**src/rtl/pwm_pkg.sv**
```systemverilog
// Shared definitions for the PWM register controller: bus widths, register map,
// init sequencing and FSM state encoding.
package pwm_pkg;

   localparam int unsigned ADDR_W = 7;
   localparam int unsigned DATA_W = 8;
   localparam int unsigned IDX_W  = 3;

   localparam logic [ADDR_W-1:0] ADDR_OUT_7_0  = ADDR_W'(7'h00);
   localparam logic [ADDR_W-1:0] ADDR_OUT_15_8 = ADDR_W'(7'h01);
   localparam logic [ADDR_W-1:0] ADDR_PWM_7_0  = ADDR_W'(7'h02);
   localparam logic [ADDR_W-1:0] ADDR_PWM_15_8 = ADDR_W'(7'h03);
   localparam logic [ADDR_W-1:0] ADDR_DUTY     = ADDR_W'(7'h04);

   // Init index of the last register in the default-load sequence
   localparam logic [IDX_W-1:0] INIT_LAST = IDX_W'(3'd4);

   typedef enum logic [0:0] {
      S_INIT = 1'b0,
      S_RUN  = 1'b1
   } pwm_state_e;

   typedef struct packed {
      logic [ADDR_W-1:0] addr;
      logic [DATA_W-1:0] data;
   } pwm_wr_t;

endpackage

```
**src/rtl/pwm_reg_ctrl.sv**
```systemverilog
// PWM control register file: loads defaults after reset, applies output-enable
// writes immediately and stages PWM writes until the counter wraps.
module pwm_reg_ctrl
   import pwm_pkg::*;
#(
   parameter logic [DATA_W-1:0] DEF_OUT_7_0  = 8'h00,
   parameter logic [DATA_W-1:0] DEF_OUT_15_8 = 8'h00,
   parameter logic [DATA_W-1:0] DEF_PWM_7_0  = 8'h00,
   parameter logic [DATA_W-1:0] DEF_PWM_15_8 = 8'h00,
   parameter logic [DATA_W-1:0] DEF_DUTY     = 8'h00
) (
   input  logic              clk,
   input  logic              rst,
   input  logic              wr_valid,
   input  logic [ADDR_W-1:0] wr_addr,
   input  logic [DATA_W-1:0] wr_data,
   output logic              wr_ready,
   input  logic              period_end,
   output logic [DATA_W-1:0] en_reg_out_7_0,
   output logic [DATA_W-1:0] en_reg_out_15_8,
   output logic [DATA_W-1:0] en_reg_pwm_7_0,
   output logic [DATA_W-1:0] en_reg_pwm_15_8,
   output logic [DATA_W-1:0] pwm_duty_cycle,
   output logic              init_done,
   output logic              commit,
   output logic              err_addr
);

   pwm_state_e        state;
   logic [IDX_W-1:0]  init_idx;
   logic              dirty;
   logic [DATA_W-1:0] sh_pwm_7_0;
   logic [DATA_W-1:0] sh_pwm_15_8;
   logic [DATA_W-1:0] sh_duty;

   pwm_wr_t wr_req_c;
   logic    wr_fire_c;

   assign wr_req_c  = '{addr: wr_addr, data: wr_data};
   assign wr_fire_c = wr_valid && wr_ready && (state == S_RUN);

   // Controller FSM and register file; commit/err_addr are single-cycle pulses
   always_ff @(posedge clk) begin
      if (rst) begin
         state           <= S_INIT;
         init_idx        <= '0;
         dirty           <= 1'b0;
         wr_ready        <= 1'b0;
         init_done       <= 1'b0;
         commit          <= 1'b0;
         err_addr        <= 1'b0;
         en_reg_out_7_0  <= DEF_OUT_7_0;
         en_reg_out_15_8 <= DEF_OUT_15_8;
         en_reg_pwm_7_0  <= DEF_PWM_7_0;
         en_reg_pwm_15_8 <= DEF_PWM_15_8;
         pwm_duty_cycle  <= DEF_DUTY;
         sh_pwm_7_0      <= DEF_PWM_7_0;
         sh_pwm_15_8     <= DEF_PWM_15_8;
         sh_duty         <= DEF_DUTY;
      end else begin
         commit   <= 1'b0;
         err_addr <= 1'b0;
         unique case (state)
            S_INIT: begin
               case (init_idx)
                  IDX_W'(3'd0): en_reg_out_7_0  <= DEF_OUT_7_0;
                  IDX_W'(3'd1): en_reg_out_15_8 <= DEF_OUT_15_8;
                  IDX_W'(3'd2): begin
                     en_reg_pwm_7_0 <= DEF_PWM_7_0;
                     sh_pwm_7_0     <= DEF_PWM_7_0;
                  end
                  IDX_W'(3'd3): begin
                     en_reg_pwm_15_8 <= DEF_PWM_15_8;
                     sh_pwm_15_8     <= DEF_PWM_15_8;
                  end
                  IDX_W'(3'd4): begin
                     pwm_duty_cycle <= DEF_DUTY;
                     sh_duty        <= DEF_DUTY;
                  end
                  default: ;
               endcase
               if (init_idx == INIT_LAST) begin
                  state     <= S_RUN;
                  init_idx  <= '0;
                  init_done <= 1'b1;
                  wr_ready  <= 1'b1;
               end else begin
                  init_idx <= init_idx + IDX_W'(1);
               end
            end
            S_RUN: begin
               // Commit sees the shadow values from before this edge, so a
               // coincident staged write lands after the copy and stays dirty.
               if (period_end && dirty) begin
                  en_reg_pwm_7_0  <= sh_pwm_7_0;
                  en_reg_pwm_15_8 <= sh_pwm_15_8;
                  pwm_duty_cycle  <= sh_duty;
                  dirty           <= 1'b0;
                  commit          <= 1'b1;
               end
               if (wr_fire_c) begin
                  case (wr_req_c.addr)
                     ADDR_OUT_7_0:  en_reg_out_7_0  <= wr_req_c.data;
                     ADDR_OUT_15_8: en_reg_out_15_8 <= wr_req_c.data;
                     ADDR_PWM_7_0: begin
                        sh_pwm_7_0 <= wr_req_c.data;
                        dirty      <= 1'b1;
                     end
                     ADDR_PWM_15_8: begin
                        sh_pwm_15_8 <= wr_req_c.data;
                        dirty       <= 1'b1;
                     end
                     ADDR_DUTY: begin
                        sh_duty <= wr_req_c.data;
                        dirty   <= 1'b1;
                     end
                     default: err_addr <= 1'b1;
                  endcase
               end
            end
            default: state <= S_INIT;
         endcase
      end
   end

endmodule
```
**config.mk**
```make
export PLATFORM = sky130hd
export DESIGN_NAME = pwm_reg_ctrl
export DESIGN_NICKNAME = d
export VERILOG_FILES = /design/src/rtl/pwm_pkg.sv /design/src/rtl/pwm_reg_ctrl.sv
export SDC_FILE = /design/constraint.sdc
export NUM_CORES = 1
export LEC_CHECK = 0
export BUFFER_PORTS_ARGS = -buffer_cell sky130_fd_sc_hd__buf_2
export CORE_ASPECT_RATIO = 1.1
export CORE_UTILIZATION = 44
export DETAILED_ROUTE_END_ITERATION = 7
export GPL_TIMING_DRIVEN = 0
export PLACE_DENSITY = 0.66
export SETUP_SLACK_MARGIN = 0.2
export SYNTH_ARGS = -nofsm -noshare
export SYNTH_HDL_FRONTEND = slang
export SYNTH_SLANG_ARGS = --single-unit
export TNS_END_PERCENT = 50
```
**constraint.sdc**
```tcl
create_clock -name clk -period 3.35 [get_ports clk]
set_input_delay 0.5025 -clock clk [delete_from_list [all_inputs] [get_ports clk]]
set_output_delay 0.5025 -clock clk [all_outputs]
set_load 0.005 [all_outputs]
```
==> impl_metrics.yaml, run 1 <==
flow_run:
  max_cap_viol_count: 0
clock_network:
  htreeDepth: 3
  holdBufCountCts: 0
  clock_path_buffers: 2
  cts-buffers-inserted: 9
  cts_tree: "built"
  clk_root_buffer_cell: "clkbuf_8"
  cts_setup_buffers: 0
  clkTransAtPathRegs_ns: 0.07
  ctsResizeCount: 0
  clk_latency_ns: 0.34
  cts.sinks: 72
global_routing:
  grt_pass1_vias: 2530
  gr-total-overflow: 0
  track_usage_pct: 22.69
  grt_max_degree: 12
  grt_pass1_wl_um: 12650
  antenna_found_initial: 0
placement:
  dp_hpwl_um: 5424
  dpl_cell_area_um2: 3491
  io_buffers: 61
  gp_congestion: 0.8615
  dp_slack_ns: 0.8827
  dp.cells: 452
die:
  start_util_pct: 46.21
  num_rows: 31
  core_area_um2: 6671
  die_w_um: 81.81
  pin_count: 63
  dieHeight_um: 89.79
  dieArea_um2: 7346
timing:
  setup_tns_ns: 0
  tightest_slew_ns: 1.069
  max_freq_ghz: 0.4630
  hold_violations: 0
  fin_crit_sh_pct: 64.48
  rsz0062_at_grt: "no"
  whs_ns: 0.4629
  fin_ws_ns: 1.190
  skew_ns: 0.006100
  setup_violations: 0
  slew_headroom_pct: 28.07
  period_needed_ns: 2.160
  slew_viol_final: 0
setup_path:
  cp-start-kind: "input pin"
  r2r-start: "state"
  worst-r2r-setup-slack_ns: 1.22
  critPathKind: "input pin to flop"
  cp.required_ns: 3.60
  cp-end-kind: "flop"
  cp_max_fo: 8
  worstReg2RegEnd: "sh_pwm_15_8[5]"
  ff2ff_path_depth: 6
  worstPathArrival_ns: 2.41
pwr:
  p_clk_share_pct: 35.2
  seq_power_share_pct: 50.6
  power.density_nw_per_um2: 474.4
  combPwrFrac_pct: 14.2
  ir_worst_vdd_mv: 0.2503
  cell_internal_pwr_mw: 1.273
  p_sw_uw: 465.3
  p_sw_share_pct: 26.77
  total_power_mw: 1.738
  p_leak_nw: 1.559
worst_hold_path:
  hp-class: "input pin to flop"
  hold-path-endpoint: "dirty"
  hold_path_depth: 4
  hp-start: "period_end"
drt:
  avgRoutedWirePerCell_um: 16.58
  finalWirelength_um: 7745
  firstDrtPassIters: 4
  drt_iter0_markers: 173
  drcViolationCount: 0
  viasPerCell: 5.600
  vias: 2615
  ant_nets: 0
synthesis:
  synthCells: 309
  synth.most_common_cell: "dfxtp_1"
  syn_area_per_cell_um2: 9.977
  yosysTopAreaCell: "dfxtp_1"
  synth_cell_type_count: 37
  synth_top_area_share_pct: 46.75
  ys.flop_type: "dfxtp_1"
  ys.warnings.count: 0
  syn_nets: 333
  yosys-top-cells-area: "dfxtp_1 (47%), mux2i_1 (8.1%), nand2b_1 (6.9%)"
  synth_edf_count: 0
  synth-seq-cells: 72
  synth-seq-area-share_pct: 46.75
  syn-cell-area_um2: 3083
  synthArstFlopShare_pct: 0
  synth_common_cells: "dfxtp_1 (72), nand2b_1 (34), mux2i_1 (25), a21oi_1 (21)"
layout:
  nets: 405
  instances_no_fill: 467
  fin_area_um2: 3664
  area_delta_synth_final_pct: 18.83
  diodes: 0
  multiInputGateArea_um2: 1503
  drive_gt1_share_pct: 24.16
  finish.utilization_pct: 54.91
  final-seq-area_um2: 1441
  nFillCells: 639
outcome:
  outcome: "completed"
==> layout make-up <==
type                    count  area share, %
clock buffers              12          4.235
flip-flops and latches     72          39.34
clock inverters             3         0.4781
repair buffers             61          8.333
well taps                  82          2.801
plain buffers              26          3.381
inverters                   4         0.4098
multi-input cells         207          41.02
==> critical path, cell delays in order <==
cell	delay (ns)
buf_2	0.11
nor4_1	0.90
nand4_1	0.53
o221ai_1	0.36
==> metal layers <==
metal | vias up | GRT usage, % | share of wire [%]
met3 | 8 | 5.787 | 5.9
met1 | 1253 | 30.57 | 46
met5 | - | 0 | 0
met2 | 73 | 35.54 | 47
li1 | 1281 | - | -
met4 | 0 | 5.994 | 0.98
==> cells by family (layout without fill, tap and decap cells) <==
kind of cell             count (synthesis)  count (layout)  synth area share [%]
AND/OR/NAND/NOR                        107             107                 20.90
flip-flops                              72              72                 46.75
AO/OA/AOI/OAI                           70              70                 17.69
buffers and inverters                   30             106                 4.504
multiplexers                            25              25                 8.117
adder cells (fa/ha/maj)                  5               5                 2.029
==> sequential cells by signal (all words and copies together) (netlist names) <==
| name | cells |
|---|---|
| init_done | 1 |
| err_addr | 1 |
| state | 1 |
| commit | 1 |
| en_reg_out_15_8 | 8 |
| init_idx | 3 |
| sh_duty | 8 |
| en_reg_pwm_15_8 | 8 |
| en_reg_pwm_7_0 | 8 |
| en_reg_out_7_0 | 8 |
| pwm_duty_cycle | 8 |
| dirty | 1 |
| sh_pwm_15_8 | 8 |
| sh_pwm_7_0 | 8 |
==> worst max path at each step <==
stage	from	to	depth (start not counted)
3_5_place_dp	wr_addr[3]	sh_pwm_15_8[1]	4
2_1_floorplan	wr_addr[3]	sh_duty[4]	5
3_3_place_gp	wr_addr[3]	sh_pwm_15_8[4]	4
5_1_grt	state	sh_pwm_15_8[4]	6
4_1_cts	init_idx[2]	en_reg_pwm_15_8[5]	6
6_report	wr_addr[3]	sh_pwm_15_8[1]	4
==> cells in the final DEF, fill, tap and decap left out, drive strengths merged, types with 2 or more instances in the layout <==
cell    instances
dfxtp          72
buf            69
nand2b         34
clkbuf         30
mux2i          25
a21oi          21
nand3          18
a22o           16
nand2          14
or4             9
and3b           8
o41ai           8
o221ai          8
o311ai          8
nor2            7
or2             5
ha              5
inv             4
nor2b           3
a211oi          3
or3b            2
a32oi           2
clkinv          2
==> power by group through the flow <==
stage | clock network, mW | logic [mW] | registers [mW]
floorplan | 0 | 0.178 | 0.898
global placement | 0 | 0.243 | 0.899
detailed placement | 0 | 0.244 | 0.899
CTS | 0.620 | 0.246 | 0.879
global route | 0.661 | 0.269 | 0.881
finish | 0.611 | 0.247 | 0.879
Power figures use the tool's default switching activity.
==> inputs of run 2 (changes only) <==
- ABC_AREA: default -> 1
- PLACE_DENSITY: 0.66 -> 0.69
- clock period: 3.35 -> 1.9 ns (I/O delays scaled with it)
==> run 2 against run 1 <==
Net effect: hold slack worse by 0.20 ns; synthesized area shrank 0.85%; final area rose by 0.82%; sequential power up 100%; first-iteration DRC count grew 13%; highest routed layer unchanged.
==> impl_metrics.yaml, run 2 <==
clock_network:
  cts_setup_buffers: 0
  cts_tree: "built"
  clock_path_buffers: 2
  cts.sinks: 72
  cts-buffers-inserted: 9
  clkTransAtPathRegs_ns: 0.07
  clk_latency_ns: 0.35
  clk_root_buffer_cell: "clkbuf_8"
  htreeDepth: 3
layout:
  final-seq-area_um2: 1441
  fin_area_um2: 3694
  nets: 505
  most-common-layout-cells: "nand2_1 (104), dfxtp_1 (72), buf_2 (64)"
  diodes: 0
  multiInputGateArea_um2: 1395
  final_common_cell: "nand2_1"
  drive_gt1_share_pct: 21.19
  area_delta_synth_final_pct: 20.83
  nFillCells: 659
timing:
  hold_violations: 0
  max_freq_ghz: 0.6687
  skew_ns: 0.007588
  slew_headroom_pct: 66.12
  setup_tns_ns: 0
  setup_violations: 0
  period_needed_ns: 1.495
  rsz0062_at_grt: "no"
  fin_crit_sh_pct: 78.71
  tightest_slew_ns: 0.5082
  slew_viol_final: 0
  whs_ns: 0.2618
synthesis:
  yosys-top-cells-area: "dfxtp_1 (47%), nand2_1 (13%), nor2_1 (7.1%)"
  syn_nets: 432
  synth.most_common_cell: "nand2_1"
  synth_top_area_share_pct: 47.16
  ys.flop_type: "dfxtp_1"
  yosysTopAreaCell: "dfxtp_1"
  synth_cell_type_count: 23
  syn_area_per_cell_um2: 7.492
  synthCells: 408
  syn-cell-area_um2: 3057
  synthArstFlopShare_pct: 0
  synth_common_cells: "nand2_1 (104), dfxtp_1 (72), nor2_1 (58), a21oi_1 (37), nand3_1 (34)"
  ys.warnings.count: 0
  synth_edf_count: 0
  synth-seq-cells: 72
  synth-seq-area-share_pct: 47.16
drt:
  finalWirelength_um: 7394
  firstDrtPassIters: 5
  ant_nets: 0
  avgRoutedWirePerCell_um: 13.02
  drt_iter0_markers: 195
  viasPerCell: 5.063
  drcViolationCount: 0
  vias: 2876
worst_hold_path:
  hold-path-endpoint: "dirty"
  hold_path_depth: 4
  hp-class: "input pin to flop"
  hp-start: "period_end"
setup_path:
  max_stage_delay_ns: 0.38
  worstReg2RegEnd: "sh_duty[6]"
  r2r-start: "init_idx[0]"
  critPathSlowestCell: "dfxtp_1"
  cp-end-kind: "flop"
  cp_num_buf_inv: 2
  cp_max_fo: 8
  cp_top_family: "flip-flops"
  critPathKind: "flop to flop"
  worst-r2r-setup-slack_ns: 0.40
  ff2ff_path_depth: 7
  cp-start-kind: "flop"
  worst_path_most_repeated_cell: "inv_1"
  worstPathCellList: "inv_1, ha_1, nand2_1, nor2_1, inv_1, nand3_1, a21oi_1"
  worstPathArrival_ns: 1.76
  cp.required_ns: 2.17
global_routing:
  grt_busiest_layer: "met2"
  antenna_found_initial: 0
  grt_use_met1_pct: 27.84
  grt_pass1_wl_um: 11680
  grt_pass1_vias: 2545
  grt_use_met2_pct: 35.15
  gr-total-overflow: 0
  grt_max_degree: 13
  met3_usage_pct: 3.878
  track_usage_pct: 21.89
pwr:
  p_leak_nw: 1.828
  ir_worst_vdd_mv: 0.6208
  power.density_nw_per_um2: 1077
flow_run:
  max_cap_viol_count: 0
die:
  core_area_um2: 6633
  pin_count: 63
  dieHeight_um: 89.42
  start_util_pct: 46.09
  die_w_um: 81.47
  num_rows: 31
  dieArea_um2: 7285
placement:
  dpl_cell_area_um2: 3470
  gp_congestion: 0.8311
  dp_hpwl_um: 5289
  io_buffers: 62
outcome:
  outcome: "completed"
==> run 2: power by group <==
group / switching (mW) / internal (mW)
clock network: 0.576 / 0.773
logic: 0.514 / 0.349
registers: 0.0855 / 1.68
total: 1.18 / 2.80
==> run 2: layout make-up <==
| type | count | area share (%) |
|---|---|---|
| well taps | 82 | 2.778 |
| clock inverters | 5 | 2.168 |
| repair buffers | 62 | 8.401 |
| clock buffers | 11 | 3.828 |
| multi-input cells | 283 | 37.77 |
| flip-flops and latches | 72 | 39.02 |
| plain buffers | 14 | 1.999 |
| inverters | 39 | 4.031 |
==> run 2: repair_timing <==
item | 4_1_cts | 5_1_grt
hold buffers | 0 | 0
setup endpoints to repair | 0 | 1
resized for setup | 0 | 1
==> run 2: cell families (layout without fill, tap and decap cells) <==
kind of cell	after synthesis	in the layout	share of synthesized area, %
buf+inv	53	131	7.286
simple gates	222	222	34.30
compound gates	56	56	9.210
fa+ha+maj	5	5	2.047
flops	72	72	47.16
==> run 2: metal layers <==
layer  share of wire, %  up-vias  wire [um]
li1                   -     1446          -
met1                 45     1303       3296
met2                 46      107       3376
met3                7.1       20        526
met4                2.6        0        193
met5                  0        -          0
==> run 2: worst min-delay path: stages <==
cell	delay, ns
buf_2	0.11
nand2_1	0.06
nand2_1	0.05
a21oi_1	0.06
==> run 2: through the flow <==
step	power (mW)	utilization [%]	setup slack, ns	cells
3_5_place_dp	2.658	52.31	0.3439	552
4_1_cts	3.999	55.65	0.3286	568
5_1_grt	4.204	55.69	0.2621	568
2_1_floorplan	2.378	-	0.6191	408
3_3_place_gp	2.633	52.31	0.3877	552
6_report	3.978	55.69	0.4046	568
==> run 2: worst max path at each step <==
stage	from	end	slack (ns)	cells past startpoint
3_5_place_dp	init_idx[0]	pwm_duty_cycle[1]	0.34	7
6_report	init_idx[0]	sh_duty[6]	0.40	7
2_1_floorplan	init_idx[0]	pwm_duty_cycle[0]	0.62	7
5_1_grt	init_idx[0]	sh_duty[6]	0.26	7
3_3_place_gp	init_idx[0]	pwm_duty_cycle[6]	0.39	7
4_1_cts	init_idx[0]	pwm_duty_cycle[1]	0.33	7
